--- src/rtl/hdu_risc_pkg.sv ---
// Shared definitions for the instruction loader: memory geometry defaults and FSM encodings.
package hdu_risc_pkg;

  localparam int unsigned DefaultDepth = 8;
  localparam int unsigned DefaultAw    = 3;

  typedef enum logic [1:0] {
    StIdle = 2'd0,
    StLoad = 2'd1,
    StRun  = 2'd2
  } load_state_e;

endpackage

--- src/rtl/instr_load_ctrl_if.sv ---
// Host-facing bundle of the instruction loader: switch/button/request inputs and memory/CPU outputs.
interface instr_load_ctrl_if #(
  parameter int unsigned AW = hdu_risc_pkg::DefaultAw
) ();

  logic [7:0]  input_val;
  logic        but_inp;
  logic        load_req;
  logic        run_req;
  logic        mem_we;
  logic [AW-1:0] mem_addr;
  logic [7:0]  mem_wdata;
  logic [AW:0] prog_len;
  logic        cpu_hold;
  logic        loading;

  // Host side: drives switches, button and requests; observes the loader.
  modport master (
    output input_val, but_inp, load_req, run_req,
    input  mem_we, mem_addr, mem_wdata, prog_len, cpu_hold, loading
  );

  // Loader side.
  modport slave (
    input  input_val, but_inp, load_req, run_req,
    output mem_we, mem_addr, mem_wdata, prog_len, cpu_hold, loading
  );

endinterface

--- src/rtl/btn_sync_edge.sv ---
// Two-flop synchronizer plus registered rising-edge detector for a raw push-button.
module btn_sync_edge (
  input  logic clk,
  input  logic rst,
  input  logic d_async,
  output logic pulse
);

  logic       sync1_q, sync2_q, prev_q, pulse_q;
  // valid_q[i] marks that stage i holds a real post-reset sample, so a button held
  // through reset release is seen as already-high rather than as a fresh press.
  logic [2:0] valid_q;

  always_ff @(posedge clk or posedge rst) begin
    if (rst) begin
      sync1_q <= 1'b0;
      sync2_q <= 1'b0;
      prev_q  <= 1'b0;
      valid_q <= 3'b000;
      pulse_q <= 1'b0;
    end else begin
      sync1_q <= d_async;
      sync2_q <= sync1_q;
      prev_q  <= sync2_q;
      valid_q <= {valid_q[1:0], 1'b1};
      pulse_q <= valid_q[2] & sync2_q & ~prev_q;
    end
  end

  assign pulse = pulse_q;

endmodule

--- src/rtl/instr_load_ctrl.sv ---
// Instruction loader: writes switch bytes into instruction memory on button presses,
// then releases the CPU pipeline once loading ends.
module instr_load_ctrl
  import hdu_risc_pkg::*;
#(
  parameter int unsigned DEPTH = DefaultDepth,
  parameter int unsigned AW    = DefaultAw
) (
  input logic              clk,
  input logic              rst,
  instr_load_ctrl_if.slave bus
);

  localparam logic [AW:0] FullCount = (AW+1)'(DEPTH);
  localparam logic [AW:0] OneCount  = {{AW{1'b0}}, 1'b1};

  load_state_e   state_q, state_d;
  logic [AW:0]   count_q, count_d;
  logic [AW:0]   prog_len_q, prog_len_d;
  logic          mem_we_q, mem_we_d;
  logic [AW-1:0] mem_addr_q, mem_addr_d;
  logic [7:0]    mem_wdata_q, mem_wdata_d;
  logic          cpu_hold_q, cpu_hold_d;
  logic          loading_q, loading_d;
  logic          btn_pulse;
  logic          full;

  btn_sync_edge u_btn_sync_edge (
    .clk     (clk),
    .rst     (rst),
    .d_async (bus.but_inp),
    .pulse   (btn_pulse)
  );

  assign full = (count_q == FullCount);

  always_comb begin
    state_d     = state_q;
    count_d     = count_q;
    prog_len_d  = prog_len_q;
    mem_we_d    = 1'b0;
    mem_addr_d  = mem_addr_q;
    mem_wdata_d = mem_wdata_q;

    unique case (state_q)
      StIdle: begin
        if (bus.load_req) begin
          state_d = StLoad;
          count_d = '0;
        end
      end
      StLoad: begin
        // The full check keeps the pointer from ever wrapping past DEPTH-1.
        if (btn_pulse && !full) begin
          mem_we_d    = 1'b1;
          mem_addr_d  = count_q[AW-1:0];
          mem_wdata_d = bus.input_val;
          count_d     = count_q + OneCount;
        end
        // count_d already includes a coincident write, so prog_len counts it.
        if (bus.run_req || full) begin
          state_d    = StRun;
          prog_len_d = count_d;
        end
      end
      StRun: begin
        if (bus.load_req) begin
          state_d = StLoad;
          count_d = '0;
        end
      end
      default: state_d = StIdle;
    endcase

    cpu_hold_d = (state_d != StRun);
    loading_d  = (state_d == StLoad);
  end

  always_ff @(posedge clk or posedge rst) begin
    if (rst) begin
      state_q     <= StIdle;
      count_q     <= '0;
      prog_len_q  <= '0;
      mem_we_q    <= 1'b0;
      mem_addr_q  <= '0;
      mem_wdata_q <= '0;
      cpu_hold_q  <= 1'b1;
      loading_q   <= 1'b0;
    end else begin
      state_q     <= state_d;
      count_q     <= count_d;
      prog_len_q  <= prog_len_d;
      mem_we_q    <= mem_we_d;
      mem_addr_q  <= mem_addr_d;
      mem_wdata_q <= mem_wdata_d;
      cpu_hold_q  <= cpu_hold_d;
      loading_q   <= loading_d;
    end
  end

  assign bus.mem_we    = mem_we_q;
  assign bus.mem_addr  = mem_addr_q;
  assign bus.mem_wdata = mem_wdata_q;
  assign bus.prog_len  = prog_len_q;
  assign bus.cpu_hold  = cpu_hold_q;
  assign bus.loading   = loading_q;

endmodule
--- src/flat_wrapper.sv ---
// flat-port wrapper written by rule: the top's interface ports become plain ports
module instr_load_ctrl_flat import hdu_risc_pkg::*;
#(
  parameter int unsigned DEPTH = DefaultDepth,
  parameter int unsigned AW    = DefaultAw
)
  (clk, rst, bus_input_val, bus_but_inp, bus_load_req, bus_run_req, bus_mem_we, bus_mem_addr, bus_mem_wdata, bus_prog_len, bus_cpu_hold, bus_loading);
  instr_load_ctrl_if #(.AW(AW)) bus_i ();
  input logic clk;
  input logic rst;
  input wire logic [$bits(bus_i.input_val)-1:0] bus_input_val;
  input wire logic [$bits(bus_i.but_inp)-1:0] bus_but_inp;
  input wire logic [$bits(bus_i.load_req)-1:0] bus_load_req;
  input wire logic [$bits(bus_i.run_req)-1:0] bus_run_req;
  output wire logic [$bits(bus_i.mem_we)-1:0] bus_mem_we;
  output wire logic [$bits(bus_i.mem_addr)-1:0] bus_mem_addr;
  output wire logic [$bits(bus_i.mem_wdata)-1:0] bus_mem_wdata;
  output wire logic [$bits(bus_i.prog_len)-1:0] bus_prog_len;
  output wire logic [$bits(bus_i.cpu_hold)-1:0] bus_cpu_hold;
  output wire logic [$bits(bus_i.loading)-1:0] bus_loading;
  assign bus_i.input_val = bus_input_val;
  assign bus_i.but_inp = bus_but_inp;
  assign bus_i.load_req = bus_load_req;
  assign bus_i.run_req = bus_run_req;
  assign bus_mem_we = bus_i.mem_we;
  assign bus_mem_addr = bus_i.mem_addr;
  assign bus_mem_wdata = bus_i.mem_wdata;
  assign bus_prog_len = bus_i.prog_len;
  assign bus_cpu_hold = bus_i.cpu_hold;
  assign bus_loading = bus_i.loading;
  instr_load_ctrl #(.DEPTH(DEPTH), .AW(AW)) u_core (.clk(clk), .rst(rst), .bus(bus_i));
endmodule
--- config.mk ---
export PLATFORM = sky130hd
export DESIGN_NAME = instr_load_ctrl_flat
export DESIGN_NICKNAME = d
export VERILOG_FILES = /design/src/rtl/hdu_risc_pkg.sv /design/src/rtl/instr_load_ctrl_if.sv /design/src/rtl/btn_sync_edge.sv /design/src/rtl/instr_load_ctrl.sv /design/src/flat_wrapper.sv
export SDC_FILE = /design/constraint.sdc
export NUM_CORES = 1
export LEC_CHECK = 0
export CORE_MARGIN = 4
export CORE_UTILIZATION = 50
export CTS_BUF_LIST = sky130_fd_sc_hd__clkbuf_8
export CTS_CLUSTER_SIZE = 40
export DETAILED_ROUTE_END_ITERATION = 10
export DONT_BUFFER_PORTS = 1
export PLACE_DENSITY = 0.69
export SLEW_MARGIN = 30
export SYNTH_ARGS = -nofsm -noshare
export SYNTH_HDL_FRONTEND = slang
export SYNTH_SLANG_ARGS = --single-unit
export TNS_END_PERCENT = 10
--- constraint.sdc ---
create_clock -name clk -period 2.1 [get_ports clk]
set_input_delay 0.105 -clock clk [delete_from_list [all_inputs] [get_ports clk]]
set_output_delay 0.105 -clock clk [all_outputs]
set_load 0.005 [all_outputs]
# ---- Word level (Yosys, flattened, before mapping)
# Cells that the tools add are included.
dict set report op_classes {
  addsub 1
  mul 0
  n_div 0
  magnitude_cmp 0
  eq_ne 6
  shift 0
  mux 8
  bitwise 3
  n_reduce_logical 9
}
# operator count
set op_table {}
lappend op_table {{two-way mux 4 bit} 2}
lappend op_table {{case mux 4 bit (2 select lines)} 1}
lappend op_table {{AND reduction 2 bit} 3}
lappend op_table {{adder 4 x 1 -> 4 bit, second input constant} 1}
lappend op_table {{== test 2 x 1 -> 1 bit, second input constant} 2}
lappend op_table {{== test 4 bit, second input constant} 1}
lappend op_table {{two-way mux 2 bit} 2}
lappend op_table {{case mux 2 bit (2 select lines)} 1}
lappend op_table {{AND 1 bit} 2}
lappend op_table {{== test 2 bit, second input constant} 1}
lappend op_table {{logical NOT 2 bit} 1}
lappend op_table {{two-way mux 1 bit} 2}
lappend op_table {{!= test 2 x 1 -> 1 bit, second input constant} 1}
lappend op_table {{!= test 2 bit, second input constant} 1}
lappend op_table {{nonzero test 2 bit} 1}
lappend op_table {{OR reduction 2 bit} 1}
lappend op_table {{logical AND 1 bit} 1}
lappend op_table {{logical NOT 1 bit} 1}
lappend op_table {{logical OR 1 bit} 1}
lappend op_table {{NOT 1 bit} 1}
dict set report totals {
  register_bits 31
  latchBits 0
  mem_bits_rw 0
  rom_bits 0
  inputBits 13
  out_inout_bits 18
  mem_count 0
}

# ---- Depth between registers and ports, before layout
# Gate-level depths: netlist of the first run.
dict set report logic_depth {
  ltp_word 5
  mapped_depth 7
  ltp_nobuf 6
}

# ---- Cells and area by module
# A second synthesis of the first run with hierarchy kept.
dict set report unflattened {
  cells_unflattened 96
  area_unflattened_um2 1248.7
}
# mod n_inst cells_per_inst area_per_inst_um2 seq_area_each_um2
set by_module_without_submodules {}
lappend by_module_without_submodules {instr_load_ctrl 1 86 1057.3 601.8}
lappend by_module_without_submodules {btn_sync_edge 1 10 191.4 175.2}

# ---- Worst setup path before layout of the first run
# OpenSTA, ideal clock, no wires.
dict set report synth_timing {
  kind {register -> register}
  startpoint {register u_core.count_q[0]}
  endpoint {register u_core.mem_wdata_q[4], in the netlist u_core.bus.mem_wdata[4]}
  arrival_ns 1.367
  slack_ns 0.608
  stages_incl_launch_ff 7
  n_path_buf 1
  period_less_slack_ns 1.492
  path_cell_list {dfrtp_1 > inv_1 > ha_1 > nand3b_2 > nand3_4 > buf_6 > mux2_4}
}
dict set report synth_via {
  elab_chain_len 4
}
# element line
set synth_rtl {}
lappend synth_rtl {{start: declaration} instr_load_ctrl.sv:18} ;# logic [AW:0] count_q, count_d;
lappend synth_rtl {{start signal: assignment} instr_load_ctrl.sv:91} ;# count_q <= count_d;
lappend synth_rtl {{== test 4 bit} instr_load_ctrl.sv:35} ;# assign full = (count_q == FullCount);
lappend synth_rtl {{logical NOT 1 bit} instr_load_ctrl.sv:54} ;# if (btn_pulse && !full) begin
lappend synth_rtl {{logical AND 1 bit} instr_load_ctrl.sv:54}
lappend synth_rtl {{AND reduction 2 bit (no line)} --}
lappend synth_rtl {{end signal: assignment} instr_load_ctrl.sv:95} ;# mem_wdata_q <= mem_wdata_d;
lappend synth_rtl {{end: declaration} instr_load_ctrl.sv:22} ;# logic [7:0] mem_wdata_q, mem_wdata_d;
# Every way passes these cells.
# A chain may end at the register's enable or synchronous reset.

# ---- Worst setup path in the final report of the first run
dict set report layout_timing {
  startpoint {register u_core.count_q[0]}
  endpoint {register u_core.state_q[1]}
}
dict set report layout_via {
  elab_chain_len 4
}
# element line
set layout_rtl {}
lappend layout_rtl {{== test 4 bit} instr_load_ctrl.sv:35}
lappend layout_rtl {{logical OR 1 bit} instr_load_ctrl.sv:61} ;# if (bus.run_req || full) begin
lappend layout_rtl {{two-way mux 2 bit} instr_load_ctrl.sv:61}
lappend layout_rtl {{case mux 2 bit (2 select lines)} instr_load_ctrl.sv:45} ;# unique case (state_q)
lappend layout_rtl {{named net u_core.state_d[1]} instr_load_ctrl.sv:17} ;# load_state_e state_q, state_d;
lappend layout_rtl {{end signal: assignment} instr_load_ctrl.sv:81} ;# state_q <= StIdle;
lappend layout_rtl {{end signal: assignment} instr_load_ctrl.sv:90} ;# state_q <= state_d;
lappend layout_rtl {{end: declaration} instr_load_ctrl.sv:17}
# The timed path passes the listed nets, and every way through them passes these cells.

==> results of run 1 <==
[flip-flops by register name, summed over array words and instances (netlist names), 2 cells and up]
signal and cells:
u_core.bus.mem_wdata 8, u_core.bus.prog_len 4, u_core.count_q 4, u_core.bus.mem_addr 3
u_core.u_btn_sync_edge.valid_q 3, u_core.state_q 2
[layout by cell type, fill, tap and decap left out, drive strengths merged]
cell,Yosys,final
ha,2,2
inv,8,9
o31ai,2,2
conb,1,1
nand4,1,1
clkbuf,0,5
clkinv,0,1
a211oi,2,2
o21a,1,1
nand3b,1,1
o21ai,9,9
nand3,3,3
nand2b,2,2
clkinvlp,0,1
o41ai,1,1
a21oi,4,4
dlygate4sd3,0,11
dfstp,1,1
o22ai,1,1
nor2,2,2
and2,1,1
buf,1,1
xnor2,2,2
nand2,10,10
and2b,1,1
and3b,1,1
dfrtp,30,30
mux2,9,9
[how the worst max path moves through the flow]
stage                           start                      end  slack [ns]
finish              u_core.count_q[0]        u_core.state_q[1]        0.45
global route        u_core.count_q[0]        u_core.state_q[1]        0.31
CTS                 u_core.count_q[0]        u_core.state_q[1]        0.43
detailed placement  u_core.count_q[0]        u_core.state_q[1]        0.45
global placement    u_core.count_q[1]        u_core.state_q[1]        0.52
floorplan           u_core.count_q[0]  u_core.bus.mem_wdata[4]        0.61
[report_power, final]
part	total [mW]	switching, mW	internal [mW]
logic	0.228	0.104	0.124
registers	0.847	0.108	0.739
clock network	0.434	0.208	0.226
total	1.51	0.419	1.09
[metrics by stage]
stage	worst slack (ns)	utilization [%]	instances	hold slack (ns)
after global routing	0.307	64.0	143	0.0871
final	0.449	64.0	143	0.0640
after floorplan	0.608	-	96	0.136
after global placement	0.516	55.3	124	0.0481
after detailed placement	0.453	55.3	124	0.0625
after CTS	0.433	64.0	143	0.0613
[what timing repair did]
action	4_1_cts	5_1_grt
setup buffers	0	0
hold buffers	11	0
gates resized for setup	0	0
hold endpoints to repair	24	0
[worst max-delay path, cell delays in order (launching register included)]
cell,delay [ns]
dfrtp_1,0.40
inv_1,0.10
ha_1,0.25
and3b_1,0.26
o21ai_2,0.30
and2_1,0.20
inv_1,0.04
[cell families after synthesis]
logic type	synth area share [%]
xor gates and xnor gates	1.44
adders and majority gates	2.06
muxes	8.64
DFF	63.9
buffers and inverters	3.40
other	0.308
AOI/OAI and AO/OA	9.98
and+or+nand+nor	10.3
[layer usage]
metal | wire length (µm) | global-route usage, % | vias to the layer above
met5 | 0 | 0 | -
met4 | 55 | 9.27 | 0
met3 | 208 | 9.28 | 6
met2 | 1100 | 25.0 | 32
met1 | 808 | 15.9 | 378
li1 | - | - | 361
[layout make-up]
| cell class | count | area share, % |
|---|---|---|
| inverter | 8 | 2.08 |
| clock inverter | 3 | 1.13 |
| sequential | 31 | 53.9 |
| clock buffer | 5 | 4.77 |
| tap | 28 | 2.43 |
| multi-input combinational | 56 | 27.6 |
| timing repair buffer | 12 | 8.15 |
==> results by group, run 1 <==
CTS
  • CTS Sinks: 31
  • Longest Clk Path Bufs: 2
  • Root buf cell: clkbuf_8
  • H-tree depth: 2
  • Clk slew on worst S/H paths: 0.06 ns
  • Latest clock arrival within the worst-skew pair: 0.28 ns
  • CTS tree: done
  • Number of CTS-inserted buffers: 5

Synthesis
  • Post-synthesis cell type count: 27
  • Sequential fraction of the synthesis area: 63.9%
  • Most frequent cell after synthesis: dfrtp_1
  • Post-Syn Instances: 96
  • Synth top cells by count: dfrtp_1, nand2_1, inv_1, mux2_2, o21ai_0
  • Syn nets: 111
  • Async set-reset flop share out of synthesis: 100%
  • Syn avg cell area: 12.7 µm²
  • Synthesized cell area: 1220 µm²
  • Synth top area share: 61.7%
  • Seq cells post-synth: 31
  • Synth area leaders: dfrtp_1, mux2_2, o21ai_0
  • Number of synthesized flops with an enable pin: 0
  • Synth warn: 0
  • Main synth FF type: dfrtp_1
  • Post-synth top area cell: dfrtp_1

Detailed routing
  • Vias post-DR: 777
  • DR pass1 iterations: 4
  • Remaining antenna violation count: 0
  • Via density: 5.43
  • # DRC: 0
  • Avg WL per Cell: 15.2 µm
  • Initial DRC count: 26
  • Final wirelength: 2170 µm

Worst setup path
  • Worst EP required: 2.27 ns
  • Worst r2r src: u_core.count_q[0]
  • CP Max Fanout: 8
  • Worst reg2reg path endpoint: u_core.state_q[1]
  • Critical Path Sink Type: flop
  • Worst reg2reg path depth: 6
  • Critical path class: reg -> reg
  • Critical Path AT: 1.82 ns
  • R2R Setup Slk: 0.45 ns
  • Critical path startpoint category: flop

Power
  • Final Power: 1.51 mW
  • Max VDD drop: 0.620 mV
  • Pwr dens: 1050 nW/µm²
  • Static Leak: 0.652 nW

GRT
  • Initial antenna violation count: 0
  • First-pass GRT wire length: 3700 µm
  • Total gr overflow: 0
  • Vias in the first global route: 783
  • GRT Total Usage: 15.7%
  • Largest net degree at the start of global routing: 19

Finish
  • Nets: 129
  • Area Overhead vs Synth: 18.6%
  • # fillers: 193
  • Share of layout cells above drive strength 1: 18.3%
  • Post-route cell area: 1440 µm²
  • Register area: 777 µm²
  • Antenna diodes: 0
  • Area occupied by multi-input gates: 398 µm²

Placement
  • Port bufs: 0
  • Final GP Congestion: 0.827
  • Placed Area: 1250 µm²
  • Dpl hpwl: 1500 µm

STA
  • Final setup vio count: 0
  • Fin Setup TNS: 0 ns
  • RSZ-0062 raised after global routing: no
  • F_max: 0.606 GHz
  • Tmin final: 1.65 ns
  • Slew HR: 64.3%
  • Max-slew violations: 0
  • Tcrit/Tclk final: 78.6%
  • Clock Skew: 0.00307 ns
  • Least-Margin Pin Slew: 0.535 ns
  • Final Hold Fails: 0

Die
  • Die area: 3290 µm²
  • Core Footprint: 2250 µm²
  • # IOs: 31
  • Die height: 57.3 µm
  • Starting Density: 53.9%
  • Width of the die: 57.3 µm
  • Row Count: 17

Outcome
  • Outcome: finished, final reports clean

Worst hold path
  • Hold EP: u_core.state_q[0]
  • Type of the worst min-delay path: in -> reg
  • Hold depth: 2
  • Hold_sp: bus_load_req

Flow run
  • Max Cap Viol: 0
Note: power is estimated with default switching activity, not from simulation.
==> run 2: changes to the inputs <==
==> constraint.sdc (replaced) <==
create_clock -name clk -period 1.7 [get_ports clk]
set_input_delay 0.085 -clock clk [delete_from_list [all_inputs] [get_ports clk]]
set_output_delay 0.085 -clock clk [all_outputs]
set_load 0.005 [all_outputs]
==> run 2 against run 1 <==
Cell count did not move. Flip-flop and latch count did not move. Utilization rose by 1.8 points. Count of clock-buffer cells in the layout rose by 1. Non-clock buffer count did not move. Register-to-register slack got worse by 0.35 ns. Total power rose by 37%. Critical endpoint is now u_core.bus.mem_wdata[0]. Largest power group unchanged.
==> results by group, run 2 (synthesis results as in run 1) <==
GRT
  • GRT Total Usage: 16.0% (+0.30 points)
  • Largest net degree at the start of global routing: 32 (+13)
  • First-pass GRT wire length: 3680 µm (-0.38%)
  • Vias in the first global route: 794 (+1.4%)
  • Initial antenna violation count: 0 (unchanged)
  • Total gr overflow: 0 (unchanged)

Finish
  • Nets: 129 (unchanged)
  • Layout Utilization: 65.8% (+1.8 points)
  • Share of layout cells above drive strength 1: 19.1% (+0.87 points)
  • Commonest non-fill, non-tap cells in the layout: dfrtp_1, dlygate4sd3_1, nand2_1
  • Largest register FFs: 8 (unchanged)
  • Antenna diodes: 0 (unchanged)
  • Post-route cell area: 1480 µm² (+2.8%)
  • Most common cell after layout, fill and taps aside: dfrtp_1
  • Area Overhead vs Synth: 21.9%

STA
  • Max-slew violations: 0 (unchanged)
  • Fin Setup TNS: 0 ns (unchanged)
  • Tmin final: 1.60 ns (-0.0474 ns)
  • Clock Skew: 0.00180 ns (-0.00128 ns)
  • Final Hold Fails: 0 (unchanged)
  • Tcrit/Tclk final: 94.3% (+16 points)
  • RSZ-0062 raised after global routing: no
  • F_max: 0.624 GHz (+3.0%)
  • Final WS setup: 0.0964 ns (-0.353 ns)
  • Final setup vio count: 0 (unchanged)

CTS
  • Longest Clk Path Bufs: 2 (unchanged)
  • CTS Sinks: 31 (unchanged)
  • Number of CTS-inserted buffers: 5 (unchanged)
  • Clk slew on worst S/H paths: 0.06 ns (about the same)
  • CTS tree: done
  • H-tree depth: 2 (unchanged)
  • Latest clock arrival within the worst-skew pair: 0.28 ns (about the same)
  • Root buf cell: clkbuf_8

Die
  • Row Count: 17 (unchanged)
  • Die height: 57.3 µm (unchanged)
  • Core Footprint: 2250 µm² (unchanged)
  • # IOs: 31 (unchanged)
  • Die area: 3290 µm² (unchanged)
  • Width of the die: 57.3 µm (unchanged)
  • Starting Density: 53.9% (unchanged)

Worst setup path
  • Critical path class: reg -> reg
  • Worst EP required: 1.87 ns (-0.40 ns)
  • Critical path startpoint category: flop
  • R2R Setup Slk: 0.1 ns (-0.35 ns)
  • Critical Path AT: 1.77 ns (-0.05 ns)
  • CP Max Fanout: 18 (+10)
  • Critical Path Sink Type: flop

Placement
  • Post-Place Worst Slack: 0.0850 ns (-0.368 ns)
  • Final GP Congestion: 0.824 (-0.42%)
  • Dpl hpwl: 1470 µm (-2.0%)
  • Port bufs: 0 (unchanged)
  • Placed Area: 1250 µm² (unchanged)

Power
  • Internal Power: 1.54 mW (+42%)
  • Sequential power share: 50.5% (-5.6 points)
  • Clock share of power: 35.5% (+6.7 points)
  • NetSw: 0.530 mW (+26%)
  • Combinational fraction of design power: 14.0% (-1.1 points)
  • Sw frac: 25.6% (-2.2 points)
  • Pwr dens: 1400 nW/µm² (+34%)
  • Static Leak: 0.669 nW (+2.6%)
  • Max VDD drop: 0.961 mV (+55%)
  • Final Power: 2.07 mW (+37%)

Outcome
  • Outcome: finished, final reports clean

Detailed routing
  • DR pass1 iterations: 4 (unchanged)
  • # DRC: 0 (unchanged)
  • Remaining antenna violation count: 0 (unchanged)
  • Vias post-DR: 755 (-2.8%)
  • Final wirelength: 2240 µm (+3.6%)
  • Avg WL per Cell: 15.7 µm (+3.6%)
  • Via density: 5.28 (-2.8%)
  • Initial DRC count: 12 (-54%)

Flow run
  • Max Cap Viol: 0 (unchanged)

Worst hold path
  • Type of the worst min-delay path: in -> reg
run 2: cell types whose count changed in the layout (fill, tap and decap cells not counted):
| cell | previous run | this run |
|---|---|---|
| bufinv_16 | 0 | 1 |
| clkbuf_8 | 5 | 6 |
| clkinvlp_4 | 1 | 0 |
| inv_1 | 9 | 8 |
| o21ai_2 | 1 | 0 |
| o21ai_4 | 0 | 1 |
run 2: final timing paths:
check | start | endpoint | cells after the start
min in group asynchronous | rst | u_core.bus.mem_wdata[5] | 3
worst min register to register | u_core.u_btn_sync_edge.valid_q[0] | u_core.u_btn_sync_edge.valid_q[1] | 0
worst max register to register | u_core.count_q[0] | u_core.bus.mem_wdata[0] | 5
max in group asynchronous | rst | u_core.bus.cpu_hold | 3
worst min-delay path | bus_load_req | u_core.state_q[0] | 2
worst max-delay path | u_core.count_q[0] | u_core.bus.mem_wdata[0] | 5
run 2: stage by stage:
| stage | instances | hold WS (ns) |
|---|---|---|
| final | 143 | 0.0302 |
| after global routing | 143 | 0.0363 |
| after CTS | 143 | 0.0290 |
| after detailed placement | 124 | 0.0752 |
| after global placement | 124 | 0.0708 |
| after floorplan | 96 | 0.116 |
run 2: critical path, cell delays in order (launching register included):
cell and delay [ns]:
dfrtp_1 0.42, inv_1 0.13, ha_1 0.22, nand3b_2 0.12, nand3_4 0.23, mux2_2 0.37
run 2: final cells by class:
type	count	area, µm²
clock buffer	6	82.6
inverter	8	30.0
fill	175	772
multi-input combinational	56	405
sequential	31	777
timing repair buffer	12	118
clock inverter	2	35.0
tap	28	35.0
run 2: power groups by stage:
| stage | Clock [mW] | Sequential [mW] | Combinational [mW] |
|---|---|---|---|
| floorplan | 0 | 1.02 | 0.224 |
| global placement | 0 | 1.05 | 0.249 |
| detailed placement | 0 | 1.06 | 0.265 |
| CTS | 0.749 | 1.05 | 0.284 |
| global route | 0.791 | 1.07 | 0.330 |
| finish | 0.736 | 1.05 | 0.289 |
run 2: layer usage:
layer  track usage (%)  part of all wire, %  vias up  wire, µm
met5                 0                    0        -         0
met4              10.6                  2.8        0        63
met3              9.50                  8.4        6       189
met2              26.6                   54       27      1210
met1              14.6                   35      362       784
li1                  -                    -      360         -
run 2: timing repair:
action                                 4_1_cts  5_1_grt
hold buffers                                11        0
endpoints found under the hold margin       41        0
buffers inserted                             0        0
gates resized for setup                      0        1
setup endpoints to repair                    0        1
==> run 3: changes to the inputs <==
--- a/config.mk
+++ b/config.mk
@@ -5,6 +5,7 @@
 export SDC_FILE = /design/constraint.sdc
 export NUM_CORES = 1
 export LEC_CHECK = 0
+export ABC_AREA = 1
 export CORE_MARGIN = 4
 export CORE_UTILIZATION = 50
 export CTS_BUF_LIST = sky130_fd_sc_hd__clkbuf_8
==> run 3 against run 2 <==
Cell count up 25%. First-iteration DRC count grew 140%. Total power down 0.69%. Utilization shrank 5.0 points. Non-clock buffer count is the same. Design area rose by 0.59%. Routed wire length grew 10%. Flip-flop and latch count unchanged. Largest cell class unchanged. Largest power group unchanged.
==> results by group, run 3 <==
Power
  • Combinational fraction of design power: 19.1% (+5.1 points)
  • NetSw: 0.660 mW (+25%)
  • Max VDD drop: 0.847 mV (-12%)
  • Static Leak: 0.751 nW (+12%)
  • Final Power: 2.06 mW (-0.69%)
  • Sequential power share: 53.6% (+3.1 points)
  • Sw frac: 32.1% (+6.5 points)
  • Pwr dens: 1380 nW/µm² (-1.3%)
  • Clock share of power: 27.2% (-8.3 points)
  • Internal Power: 1.40 mW (-9.4%)

STA
  • Final setup vio count: 0 (unchanged)
  • Max-slew violations: 0 (unchanged)
  • F_max: 0.666 GHz (+6.7%)
  • Final Hold Fails: 0 (unchanged)
  • Final WS setup: 0.198 ns (+0.101 ns)
  • Tmin final: 1.50 ns (-0.101 ns)
  • Fin Setup TNS: 0 ns (unchanged)
  • Tcrit/Tclk final: 88.4% (-5.9 points)
  • Hold WS: 0.0562 ns (+0.0260 ns)
  • Clock Skew: 0.00638 ns (+0.00459 ns)
  • RSZ-0062 raised after global routing: no

GRT
  • Largest net degree at the start of global routing: 32 (unchanged)
  • First-pass GRT wire length: 4220 µm (+15%)
  • Initial antenna violation count: 0 (unchanged)
  • Total gr overflow: 0 (unchanged)
  • Vias in the first global route: 915 (+15%)
  • GRT Total Usage: 16.8% (+0.84 points)

Placement
  • Port bufs: 0 (unchanged)
  • Final GP Congestion: 0.896 (+8.8%)
  • Post-Place Worst Slack: 0.195 ns (+0.110 ns)
  • Dpl cells: 161 (+30%)
  • Placed Area: 1290 µm² (+3.7%)
  • Dpl hpwl: 1690 µm (+15%)

Synthesis
  • Async set-reset flop share out of synthesis: 100% (unchanged)
  • Syn avg cell area: 9.60 µm² (-24%)
  • Sequential fraction of the synthesis area: 60.9% (-3.0 points)
  • Main synth FF type: dfrtp_1
  • Synth top cells by count: nand2_1, dfrtp_1, inv_1, o21ai_0, nand3_1
  • Post-synthesis cell type count: 21 (-22%)
  • Number of synthesized flops with an enable pin: 0 (unchanged)
  • Seq cells post-synth: 31 (unchanged)
  • Syn nets: 148 (+33%)
  • Synth warn: 0 (unchanged)
  • Synthesized cell area: 1280 µm² (+4.9%)
  • Post-Syn Instances: 133 (+39%)
  • Post-synth top area cell: dfrtp_1
  • Synth area leaders: dfrtp_1, nand2_1, o21ai_0
  • Most frequent cell after synthesis: nand2_1
  • Synth top area share: 58.8% (-2.9 points)

Die
  • Row Count: 18 (+1)
  • # IOs: 31 (unchanged)
  • Starting Density: 52.0% (-2.0 points)
  • Width of the die: 58.5 µm (+2.1%)
  • Die area: 3420 µm² (+4.2%)
  • Core Footprint: 2450 µm² (+8.9%)
  • Die height: 58.5 µm (+2.1%)

CTS
  • Clk slew on worst S/H paths: 0.06 ns (about the same)
  • H-tree depth: 2 (unchanged)
  • CTS tree: done
  • Root buf cell: clkbuf_8
  • Latest clock arrival within the worst-skew pair: 0.27 ns (about the same)
  • CTS Sinks: 31 (unchanged)
  • Number of CTS-inserted buffers: 5 (unchanged)
  • Longest Clk Path Bufs: 2 (unchanged)
  • Cts repair resizes: 0 (unchanged)

Worst setup path
  • Critical path startpoint category: flop
  • Worst reg2reg path endpoint: u_core.bus.mem_wdata[5]
  • Worst setup startpoint: u_core.count_q[0]
  • Critical-path top delay cell: dfrtp_1
  • Buf/Inv on CP: 1 (unchanged)
  • R2R Setup Slk: 0.20 ns (+0.10 ns)
  • Worst EP required: 1.92 ns (+0.05 ns)
  • CP Max Fanout: 14 (-4)
  • Crit path max-delay family: simple AND/OR/NAND/NOR gates
  • Critical Path AT: 1.72 ns (-0.05 ns)
  • CP peak stage delay: 0.43 ns (about the same)
  • CP Depth: 7 (+2)
  • Worst reg2reg path depth: 7 (+2)
  • Critical Path Sink Type: flop
  • Most used cell, CP: nand2_1
  • Worst r2r src: u_core.count_q[0]
  • Critical path class: reg -> reg
  • Crit-path cells: inv_1 > ha_1 > nand3_4 > nand2_4 > nor2_4 > nand2_1 > nand2_1

Worst hold path
  • Hold EP: u_core.state_q[0]
  • Type of the worst min-delay path: in -> reg
  • Hold_sp: bus_run_req
  • Hold depth: 3 (+1)

Detailed routing
  • Remaining antenna violation count: 0 (unchanged)
  • DR pass1 iterations: 5 (+1)
  • Avg WL per Cell: 13.8 µm (-12%)
  • # DRC: 0 (unchanged)
  • Initial DRC count: 29 (+17)
  • Final wirelength: 2470 µm (+10%)
  • Via density: 5.17 (-2.0%)
  • Vias post-DR: 926 (+23%)

Finish
  • # fillers: 214 (+22%)
  • Commonest non-fill, non-tap cells in the layout: nand2_1, dfrtp_1, dlygate4sd3_1, inv_1, o21ai_0
  • Share of layout cells above drive strength 1: 12.1% (-7.0 points)
  • Most common cell after layout, fill and taps aside: nand2_1
  • Antenna diodes: 0 (unchanged)
  • Largest register FFs: 8 (unchanged)
  • Post-route cell area: 1490 µm² (+0.59%)
  • Non-filler cells, final: 179 (+25%)
  • Layout Utilization: 60.8% (-5.0 points)
  • Nets: 164 (+27%)
  • Area Overhead vs Synth: 16.9%

Outcome
  • Outcome: finished, final reports clean

Flow run
  • Max Cap Viol: 0 (unchanged)
## run 3: timing repair
action	in CTS	in global routing
endpoints found under the hold margin	43	0
hold buffers	11	0
setup buffers	0	0
## run 3: power by group through the flow
stage,sequential [mW],clock (mW),combinational [mW]
floorplan,1.07,0,0.313
global placement,1.11,0,0.349
detailed placement,1.12,0,0.372
CTS,1.11,0.577,0.397
global route,1.13,0.609,0.457
finish,1.10,0.560,0.393
## run 3: how the worst max path moves through the flow
| stage | slack [ns] | to |
|---|---|---|
| after global routing | 0.09 | u_core.bus.mem_wdata[4] |
| after CTS | 0.19 | u_core.bus.mem_wdata[3] |
| after global placement | 0.30 | u_core.bus.mem_wdata[3] |
| after detailed placement | 0.19 | u_core.bus.mem_wdata[3] |
| final | 0.20 | u_core.bus.mem_wdata[5] |
| after floorplan | 0.38 | u_core.bus.mem_addr[0] |
## run 3: cell families (layout without fill, tap and decap cells)
group / Yosys count / in the layout / synth area share, %
xor gates and xnor gates: 1 / 1 / 0.686
DFF: 31 / 31 / 60.9
adders and majority gates: 2 / 2 / 1.96
other: 1 / 1 / 0.294
AOI/OAI and AO/OA: 14 / 14 / 6.67
and+or+nand+nor: 69 / 69 / 23.8
buffers and inverters: 15 / 31 / 5.69
## run 3: cell type report
type | count | area [µm²] | area share, %
inverter | 12 | 45.0 | 3.02
timing repair buffer | 12 | 118 | 7.89
clock inverter | 1 | 5.00 | 0.336
clock buffer | 6 | 82.6 | 5.54
multi-input combinational | 87 | 427 | 28.6
sequential | 31 | 777 | 52.1
tap | 30 | 37.5 | 2.52
## run 3: metal layers
metal  part of all wire, %  GRT usage (%)  up-vias
met4                   2.7           10.3        0
met5                     0              0        -
met2                    49           27.3       27
li1                      -              -      438
met1                    42           18.8      449
met3                   6.6           6.14       12
## run 3: worst min-delay path, stage by stage
cell and delay [ns]:
inv_1 0.05, nand3_1 0.11, nand2_1 0.05
